[src/rtl/usb_hid_kbd_events.sv]
// Boot-protocol keyboard report differ: turns report-to-report changes into
// press/release events (modifiers mapped to usages 0xE0-0xE7) queued in a show-ahead FIFO.
module usb_hid_kbd_events #(
    parameter int unsigned FIFO_DEPTH = 16,
    parameter int unsigned CNT_W      = $clog2(FIFO_DEPTH) + 1
) (
    input  logic             clk,
    input  logic             reset_i,
    input  logic [63:0]      usb_report_i,
    input  logic             usb_report_valid_i,
    output logic [8:0]       event_o,
    output logic             event_valid_o,
    input  logic             event_ready_i,
    output logic [CNT_W-1:0] count_o,
    output logic             overflow_o,
    input  logic             overflow_clr_i,
    output logic             busy_o
);
    localparam int unsigned AW = $clog2(FIFO_DEPTH);

    typedef enum logic [2:0] {S_IDLE, S_CHECK, S_MOD, S_REL, S_PRS, S_COMMIT} state_t;

    state_t      state_q, state_d;
    logic [2:0]  idx_q, idx_d;
    logic [63:0] cur_q, cur_d, prev_q, prev_d, pend_q, pend_d;
    logic        pend_vld_q, pend_vld_d;
    logic        push;
    logic [8:0]  push_data;
    logic [7:0]  cur_mod, prev_mod, key;
    int unsigned slot_j;

    logic [8:0]       mem_q [FIFO_DEPTH];
    logic [AW-1:0]    wr_ptr_q, rd_ptr_q;
    logic [CNT_W-1:0] count_q, count_d;
    logic             overflow_q, overflow_d;
    logic             pop, full, accept, drop;

    function automatic logic [7:0] slot(input logic [63:0] r, input int unsigned k);
        return r[8*k +: 8];
    endfunction

    function automatic logic has_key(input logic [63:0] r, input logic [7:0] k);
        logic hit;
        hit = 1'b0;
        for (int unsigned s = 2; s < 8; s++) begin
            if (slot(r, s) == k) hit = 1'b1;
        end
        return hit;
    endfunction

    // Only the first occurrence of a repeated keycode within a report yields an event.
    function automatic logic dup_before(input logic [63:0] r, input int unsigned j);
        logic hit;
        hit = 1'b0;
        for (int unsigned s = 2; s < 8; s++) begin
            if (s < j && slot(r, s) == slot(r, j)) hit = 1'b1;
        end
        return hit;
    endfunction

    assign cur_mod  = cur_q[7:0];
    assign prev_mod = prev_q[7:0];

    always_comb begin
        state_d    = state_q;
        idx_d      = idx_q;
        cur_d      = cur_q;
        prev_d     = prev_q;
        pend_d     = pend_q;
        pend_vld_d = pend_vld_q;
        push       = 1'b0;
        push_data  = '0;
        slot_j     = 32'(idx_q) + 32'd2;
        key        = '0;

        if (usb_report_valid_i) pend_d = usb_report_i;

        case (state_q)
            S_IDLE: begin
                if (pend_vld_q) begin
                    cur_d      = pend_q;
                    pend_vld_d = usb_report_valid_i;
                    state_d    = S_CHECK;
                end else if (usb_report_valid_i) begin
                    cur_d   = usb_report_i;
                    state_d = S_CHECK;
                end
            end
            S_CHECK: begin
                if (usb_report_valid_i) pend_vld_d = 1'b1;
                idx_d = '0;
                if (has_key(cur_q, 8'h01) ||
                    (cur_q[63:16] == prev_q[63:16] && cur_mod == prev_mod)) begin
                    state_d = S_IDLE;
                end else begin
                    state_d = S_MOD;
                end
            end
            S_MOD: begin
                if (usb_report_valid_i) pend_vld_d = 1'b1;
                if (cur_mod[idx_q] != prev_mod[idx_q]) begin
                    push      = 1'b1;
                    push_data = {prev_mod[idx_q], 8'hE0 | {5'b0, idx_q}};
                end
                idx_d = idx_q + 3'd1;
                if (idx_q == 3'd7) state_d = S_REL;
            end
            S_REL: begin
                if (usb_report_valid_i) pend_vld_d = 1'b1;
                key = slot(prev_q, slot_j);
                if (key != 8'h00 && !has_key(cur_q, key) && !dup_before(prev_q, slot_j)) begin
                    push      = 1'b1;
                    push_data = {1'b1, key};
                end
                idx_d = idx_q + 3'd1;
                if (idx_q == 3'd5) begin
                    idx_d   = '0;
                    state_d = S_PRS;
                end
            end
            S_PRS: begin
                if (usb_report_valid_i) pend_vld_d = 1'b1;
                key = slot(cur_q, slot_j);
                if (key != 8'h00 && !has_key(prev_q, key) && !dup_before(cur_q, slot_j)) begin
                    push      = 1'b1;
                    push_data = {1'b0, key};
                end
                idx_d = idx_q + 3'd1;
                if (idx_q == 3'd5) state_d = S_COMMIT;
            end
            S_COMMIT: begin
                if (usb_report_valid_i) pend_vld_d = 1'b1;
                prev_d  = cur_q;
                state_d = S_IDLE;
            end
            default: state_d = S_IDLE;
        endcase
    end

    assign pop    = (count_q != '0) && event_ready_i;
    assign full   = (count_q == CNT_W'(FIFO_DEPTH));
    assign accept = push && (!full || pop);
    assign drop   = push && full && !pop;

    always_comb begin
        count_d = count_q;
        case ({accept, pop})
            2'b10:   count_d = count_q + CNT_W'(1);
            2'b01:   count_d = count_q - CNT_W'(1);
            default: count_d = count_q;
        endcase
        overflow_d = overflow_q;
        if (drop) overflow_d = 1'b1;
        else if (overflow_clr_i) overflow_d = 1'b0;
    end

    always_ff @(posedge clk or posedge reset_i) begin
        if (reset_i) begin
            state_q    <= S_IDLE;
            idx_q      <= '0;
            cur_q      <= '0;
            prev_q     <= '0;
            pend_q     <= '0;
            pend_vld_q <= 1'b0;
            wr_ptr_q   <= '0;
            rd_ptr_q   <= '0;
            count_q    <= '0;
            overflow_q <= 1'b0;
        end else begin
            state_q    <= state_d;
            idx_q      <= idx_d;
            cur_q      <= cur_d;
            prev_q     <= prev_d;
            pend_q     <= pend_d;
            pend_vld_q <= pend_vld_d;
            count_q    <= count_d;
            overflow_q <= overflow_d;
            if (accept) wr_ptr_q <= wr_ptr_q + AW'(1);
            if (pop)    rd_ptr_q <= rd_ptr_q + AW'(1);
        end
    end

    always_ff @(posedge clk) begin
        if (accept) mem_q[wr_ptr_q] <= push_data;
    end

    // Storage is not reset, so the head is masked while the FIFO is empty.
    assign event_o       = (count_q != '0) ? mem_q[rd_ptr_q] : '0;
    assign event_valid_o = (count_q != '0);
    assign count_o       = count_q;
    assign overflow_o    = overflow_q;
    assign busy_o        = (state_q != S_IDLE);
endmodule

[config.mk]
export PLATFORM = sky130hd
export DESIGN_NAME = usb_hid_kbd_events
export DESIGN_NICKNAME = d
export VERILOG_FILES = /design/src/rtl/usb_hid_kbd_events.sv
export SDC_FILE = /design/constraint.sdc
export NUM_CORES = 1
export LEC_CHECK = 0
export ABC_AREA = 1
export CAP_MARGIN = 20
export CORE_MARGIN = 4
export CORE_UTILIZATION = 52
export CTS_BUF_LIST = sky130_fd_sc_hd__clkbuf_4 sky130_fd_sc_hd__clkbuf_8
export DETAILED_ROUTE_END_ITERATION = 10
export PLACE_DENSITY_LB_ADDON = 0.12
export SYNTH_ARGS = -nofsm -noshare
export SYNTH_HDL_FRONTEND = slang
export SYNTH_SLANG_ARGS = --single-unit
[constraint.sdc]
create_clock -name clk -period 16.4 [get_ports clk]
set_input_delay 1.64 -clock clk [delete_from_list [all_inputs] [get_ports clk]]
set_output_delay 1.64 -clock clk [all_outputs]
set_load 0.01 [all_outputs]
---- Yosys cells after proc, flatten, opt, wreduce, memory -nomap -nowiden ----
Memory sizes are Yosys's and may differ from the RTL's.
Cells that the tools add are included.
word-level totals
  logic and storage cells ................. 185
  output and inout bits ................... 17
  memories kept ........................... 1
  bits in writable memories ............... 144
  bits in registers ....................... 213
cells by class
  $lt $le $gt $ge ......................... 7
  reductions and logical operators ........ 44
  shift-type cells ........................ 2
  multiplexer cells ....................... 67
  add/sub/neg operators ................... 6
  equality and inequality tests ........... 48
memory list
  memory  depth  width  rd ports  clocked after memory_dff  wr ports  line  source
  mem_q   16     9      1         0                         1         32    logic [8:0] mem_q [FIFO_DEPTH];
operators with widths
  operator               number
  $eq A8 B8 Y1           25
  $mux W64               2
  $shiftx A64 B8 Y8      2
  $eq A48 B48 Y1         1
  $eq A8 B1 Y1 const B   6
  $mux W1                46
  $mux W9                3
  $pmux W9 S3            1
  $logic_and A1 B1 Y1    21
  $mux W3                6
  $lt A3 B4 Y1 const A   4
  $reduce_bool A8 Y1     2
  $pmux W3 S5            1
  $eq A3 B3 Y1 const B   4
  $pmux W5 S2            1
  $pmux W3 S3            1
  $add A4 B1 Y4 const B  2
  $lt A2 B4 Y1 const A   2
  $mux W8                1
  $reduce_bool A2 Y1     4
  $bmux W1 S3            2
  $eq A3 B2 Y1 const B   2
  $logic_not A1 Y1       6
  $ne A2 B2 Y1 const B   3
  23 further kinds       26

---- Depth between registers and ports, before layout ----
  word-level depth ........................ 18
  depth in mapped cells ................... 29
  depth with buffers taken out ............ 27

---- Least setup slack after synthesis ----
Ideal clock, no wire load.
  path type ............................... register to register
  start ................................... reg idx_q[1]
  end ..................................... reg count_q[4], in the netlist count_o[4]
  period minus slack after synthesis ...... 3.250 ns
  stages on the path, launching flop included .. 24
  arrival time ............................ 3.134 ns
  path slack .............................. 13.150 ns
  path buffers ............................ 3
  cells stage by stage .................... dfrtp_1 > nor2_4 > buf_12 > o211ai_4 > nand2_2 > buf_6 > xor2_1 > nand2_1 > nor3_1 > nand2_1 > nand2_1 > nor2_1 > nand2_2 > buf_6 > nand4_4 > inv_1 > ha_1 > a21o_1 > a31oi_1 > nand4_1 > nand2_1 > nand2_1 > nand2_1 > nand2_1
between the ends
  cells in the longest elaborated chain, start to end .. 18
  elaborated cells between the ends (all ways) .. 97
ends and longest elaborated chain
  item                                                      line      source
  start, declared                                           24        logic [2:0] idx_q, idx_d;
  start signal, assigned                                    171       idx_q <= idx_d;
  $add A3 B2 Y4                                             73        slot_j = 32'(idx_q) + 32'd2;
  $shiftx A64 B8 Y8                                         39        return r[8*k +: 8];
  $eq A8 B8 Y1 (on tied branches)                           46, 56
  $mux W1 / $logic_and A1 B1 Y1 (equally long branches)     46, 56
  $mux W1 (on tied branches) (5 in a row)                   46, 56
  $mux W1 (on tied branches)                                78, 56
  $logic_not A1 Y1, or another cell as far along            124       if (key != 8'h00 && !has_key(prev_q, key) && !dup_before(cur_q, slot_j)) begin
  $logic_and A1 B1 Y1, or another cell as far along         124
  $logic_and A1 B1 Y1 (on tied branches)                    124, 111
  $mux W1 (on tied branches)                                124, 111
  $pmux W1 S3 (*)                                           78        case (state_q)
  $logic_and A1 B1 Y1 (*)                                   142       assign accept = push && (!full || pop);
  $eq A2 B1 Y1 / $eq A2 B2 Y1 (equally long branches)       147       case ({accept, pop})
  $pmux W5 S2 / $reduce_bool A2 Y1 (equally long branches)  -
  end signal, assigned                                      176       count_q <= count_d;
  end, declared                                             34        logic [CNT_W-1:0] count_q, count_d;
Mark *: on every way between the ends. The rest lies on a longest branch, timed or not. The select of a mux whose other input is x is not followed.
A chain may end at the register's enable or synchronous reset.

---- Worst setup path in the final report ----
  start ................................... reg idx_q[0]
  end ..................................... mem mem_q[10][6], enable pin
between the ends
  cells in the longest elaborated chain, start to end .. 18
  elaborated cells between the ends (all ways) .. 95
ends and longest elaborated chain
  item                                                   line      source
  $add A3 B2 Y4                                          73
  $shiftx A64 B8 Y8                                      39
  $eq A8 B8 Y1 (on tied branches)                        46, 56
  $mux W1 / $logic_and A1 B1 Y1 (equally long branches)  46, 56
  $mux W1 (on tied branches) (5 in a row)                46, 56
  $mux W1 (on tied branches)                             78, 56
  $logic_not A1 Y1, or another cell as far along         124
  $logic_and A1 B1 Y1, or another cell as far along      124
  $logic_and A1 B1 Y1 (on tied branches)                 124, 111
  $mux W1 (on tied branches)                             124, 111
  $pmux W1 S3 (*)                                        78
  $logic_and A1 B1 Y1 (*)                                142
  $mux W1 (*)                                            184       if (accept) mem_q[wr_ptr_q] <= push_data;
  $mux W1 (implied by the code) (*)                      184
  end, declared                                          32
Marks and branches as above.

==> reports/metrics.yaml <==
status: "finished clean"
start_util: 0.5255
final-max-slew-violation-count: 0
post-cts-setup-buffer-count: 0
hp-class: "reg -> reg"
synth.most_common_cell: "nand2_1"
maxSlewHeadroom: 0.2832
end_kind: "register"
rsz0062_at_grt: "no"
synth_largest_area_cell: "dfrtp_1"
arrival_ps: 5880
synth_edf_count: 144
place_ws_ps: 10860
cts_resized: 0
clock_sinks: 333
synth_cell_types: 42
ant_nets: 0
synth_common_cells: "nand2_1, o21ai_0, nor2_1"
worstSetupPathType: "reg -> reg"
insertion_delay_ps: 660
routed_wl_um: 62820
drt-pass1-iter-count: 6
timing.fmax_ghz: 0.1778
num_rows: 70
layout_setup_ws_ps: 10770
worstPathRequired_ps: 16650
grt_overflow: 0
setup_violations: 0
finalClockSkew_ps: 39.03
dp_hpwl_um: 44680
start_kind: "register"
switchingPower_mw: 2.634
nNetsFinal: 2541
peakVddDrop_mv: 0.1003
routedWlPerCell_um: 21.15
numCtsBuffers: 56
io_pins: 86
async_flop_share: 0.5676
mappedNetlistNets: 2498
hold_buffers: 0
routed-via-count: 16820
p_comb_frac: 0.560
gp_congestion: 1.031
grt_pass1_vias: 15720
finalNonFillerCells: 2971
yosysWarnings: 0
synth-seq-area-share: 0.4728
p_seq_frac: 0.276
cts_buffer_depth: 3
clockRootBuffer: "clkbuf_8"
portBuffers: 77
antenna_found_initial: 1
internal_power_mw: 2.443
nFillCells: 3362
syn_to_final_growth_pct: 11.84
powerDensity_mw_per_mm2: 237.1
drt_iter0_markers: 1652
ys_top_cells_by_area: "dfrtp_1, edfxtp_1, nand2_1, o21ai_0, nor2_1"
dp.cells: 2864
die_w_um: 199.9
insertedDiodeCount: 0
dieHeight_um: 199.9
ys_ff_latch: 333
syn_inst: 2412
drive_above_1_share: 0.07831
dieArea_sq_mm: 0.03996
htree_levels: 2
track_usage: 0.3127
timing.final.crit_share: 0.3430
max_slew.worst_pin.slew_ps: 1075
netlist.area_leader.share: 0.2470
final.setup.tns_ps: 0
cts_tree: "done"
syn_avg_cell_area_sq_um: 7.939
syn-cell-area_sq_mm: 0.01915
coreArea_sq_mm: 0.03643
grt_pass1_wl_um: 95120
final-hold-violation-count: 0
drv_cap: 0
drc_errors: 0
ys.flop_type: "dfrtp_1"
via_per_inst: 5.663
period_needed_ps: 5625
clkSlewWorstSetupHoldPaths_ps: 60
p_sw_frac: 0.5188
grt_max_degree: 121
clkPwrFrac: 0.165
p_leak_nw: 9.522
cp_max_fo: 44
## layer usage
| metal | GRT usage | routed length [um] | vias up |
|---|---|---|---|
| met5 | 0 | 0 | - |
| met4 | 0.1323 | 2842 | 0 |
| met3 | 0.05455 | 4499 | 146 |
| met2 | 0.4959 | 28750 | 712 |
| met1 | 0.4280 | 26730 | 7898 |
| li1 | - | - | 8068 |
## metrics by stage
stage / utilization / power, mW / cell area [sq um] / hold slack, ps
floorplan: - / 3.269 / 19150 / 452.9
global placement: 0.5511 / 4.142 / 20080 / 465.6
detailed placement: 0.5514 / 4.187 / 20090 / 472.7
CTS: 0.5870 / 5.037 / 21390 / 487.2
global route: 0.5878 / 5.423 / 21420 / 503.9
finish: 0.5878 / 5.077 / 21420 / 482.5
## critical path, cell delays in order (launching register included)
cell and delay (ps):
dfrtp_2 1060, inv_2 620, nand2_1 210, nand3_1 100, nand2_1 110, nand2_2 160, nand2_2 440, inv_1 260
nand3_1 160, nor2_1 50, nor2_1 120, nand2_1 90, nor2_1 130, and2_1 180, nand3_4 180, nand3_4 130
nand2_2 110, inv_2 140, nand2_1 140, nor2_1 760
## placed cells by master, fill, tap and decap left out, types with 35 or more instances in the layout
master / instances
xor2_1: 76
nand3_1: 178
o21ai_0: 302
edfxtp_1: 144
nand4_1: 35
dfrtp_1: 186
nor2_1: 237
o221ai_1: 35
clkdlybuf4s50_1: 77
inv_1: 212
nand2_1: 687
clkbuf_8: 72
## flip-flops by register name, summed over array words and instances (netlist names)
signal	flops
cur_q	56
prev_q	56
wr_ptr_q	4
state_q	3
mem_q	144
pend_vld_q	1
rd_ptr_q	4
idx_q	3
pend_q	56
count_o	5
overflow_o	1
## power groups by stage
stage,Sequential (mW),Combinational (mW),Clock (mW)
floorplan,1.31,1.95,0
global placement,1.40,2.74,0
detailed placement,1.40,2.78,0
CTS,1.39,2.79,0.852
global route,1.42,3.11,0.894
finish,1.40,2.84,0.835
## kinds of logic (layout without fill, tap and decap cells)
group           Yosys count  in the layout  share of synthesized area
compound gates          422            422                     0.1313
buf+inv                 335            426                    0.07488
simple gates           1208           1208                     0.2652
fa+ha+maj                17             17                    0.01150
xor+xnor                 97             97                    0.04437
flops                   333            333                     0.4728
## path summary, 6_finish.rpt
kind / start / to / slack, ps / cells after the start
min in group asynchronous: reset_i / pend_q[3] / 1570 / 2
setup reg to reg: idx_q[0] / mem_q[10][6] / 10770 / 19
setup / recovery: idx_q[0] / mem_q[10][6] / 10770 / 19
max in group asynchronous: reset_i / pend_q[22] / 13390 / 3
hold reg to reg: pend_q[28] / pend_q[28] / 480 / 2
hold / removal: pend_q[28] / pend_q[28] / 480 / 2
## area by class of cell
cell class              count  area (sq um)  area share
multi-input cells        1744          8688      0.4057
repair buffers             96         937.1     0.04376
flip-flops and latches    333          9057      0.4229
inverters                 224         848.3     0.03961
clock inverters            20         202.7    0.009465
well taps                 468         585.6     0.02734
clock buffers              86          1096     0.05118
No activity file was read; power rests on OpenSTA's default activity.
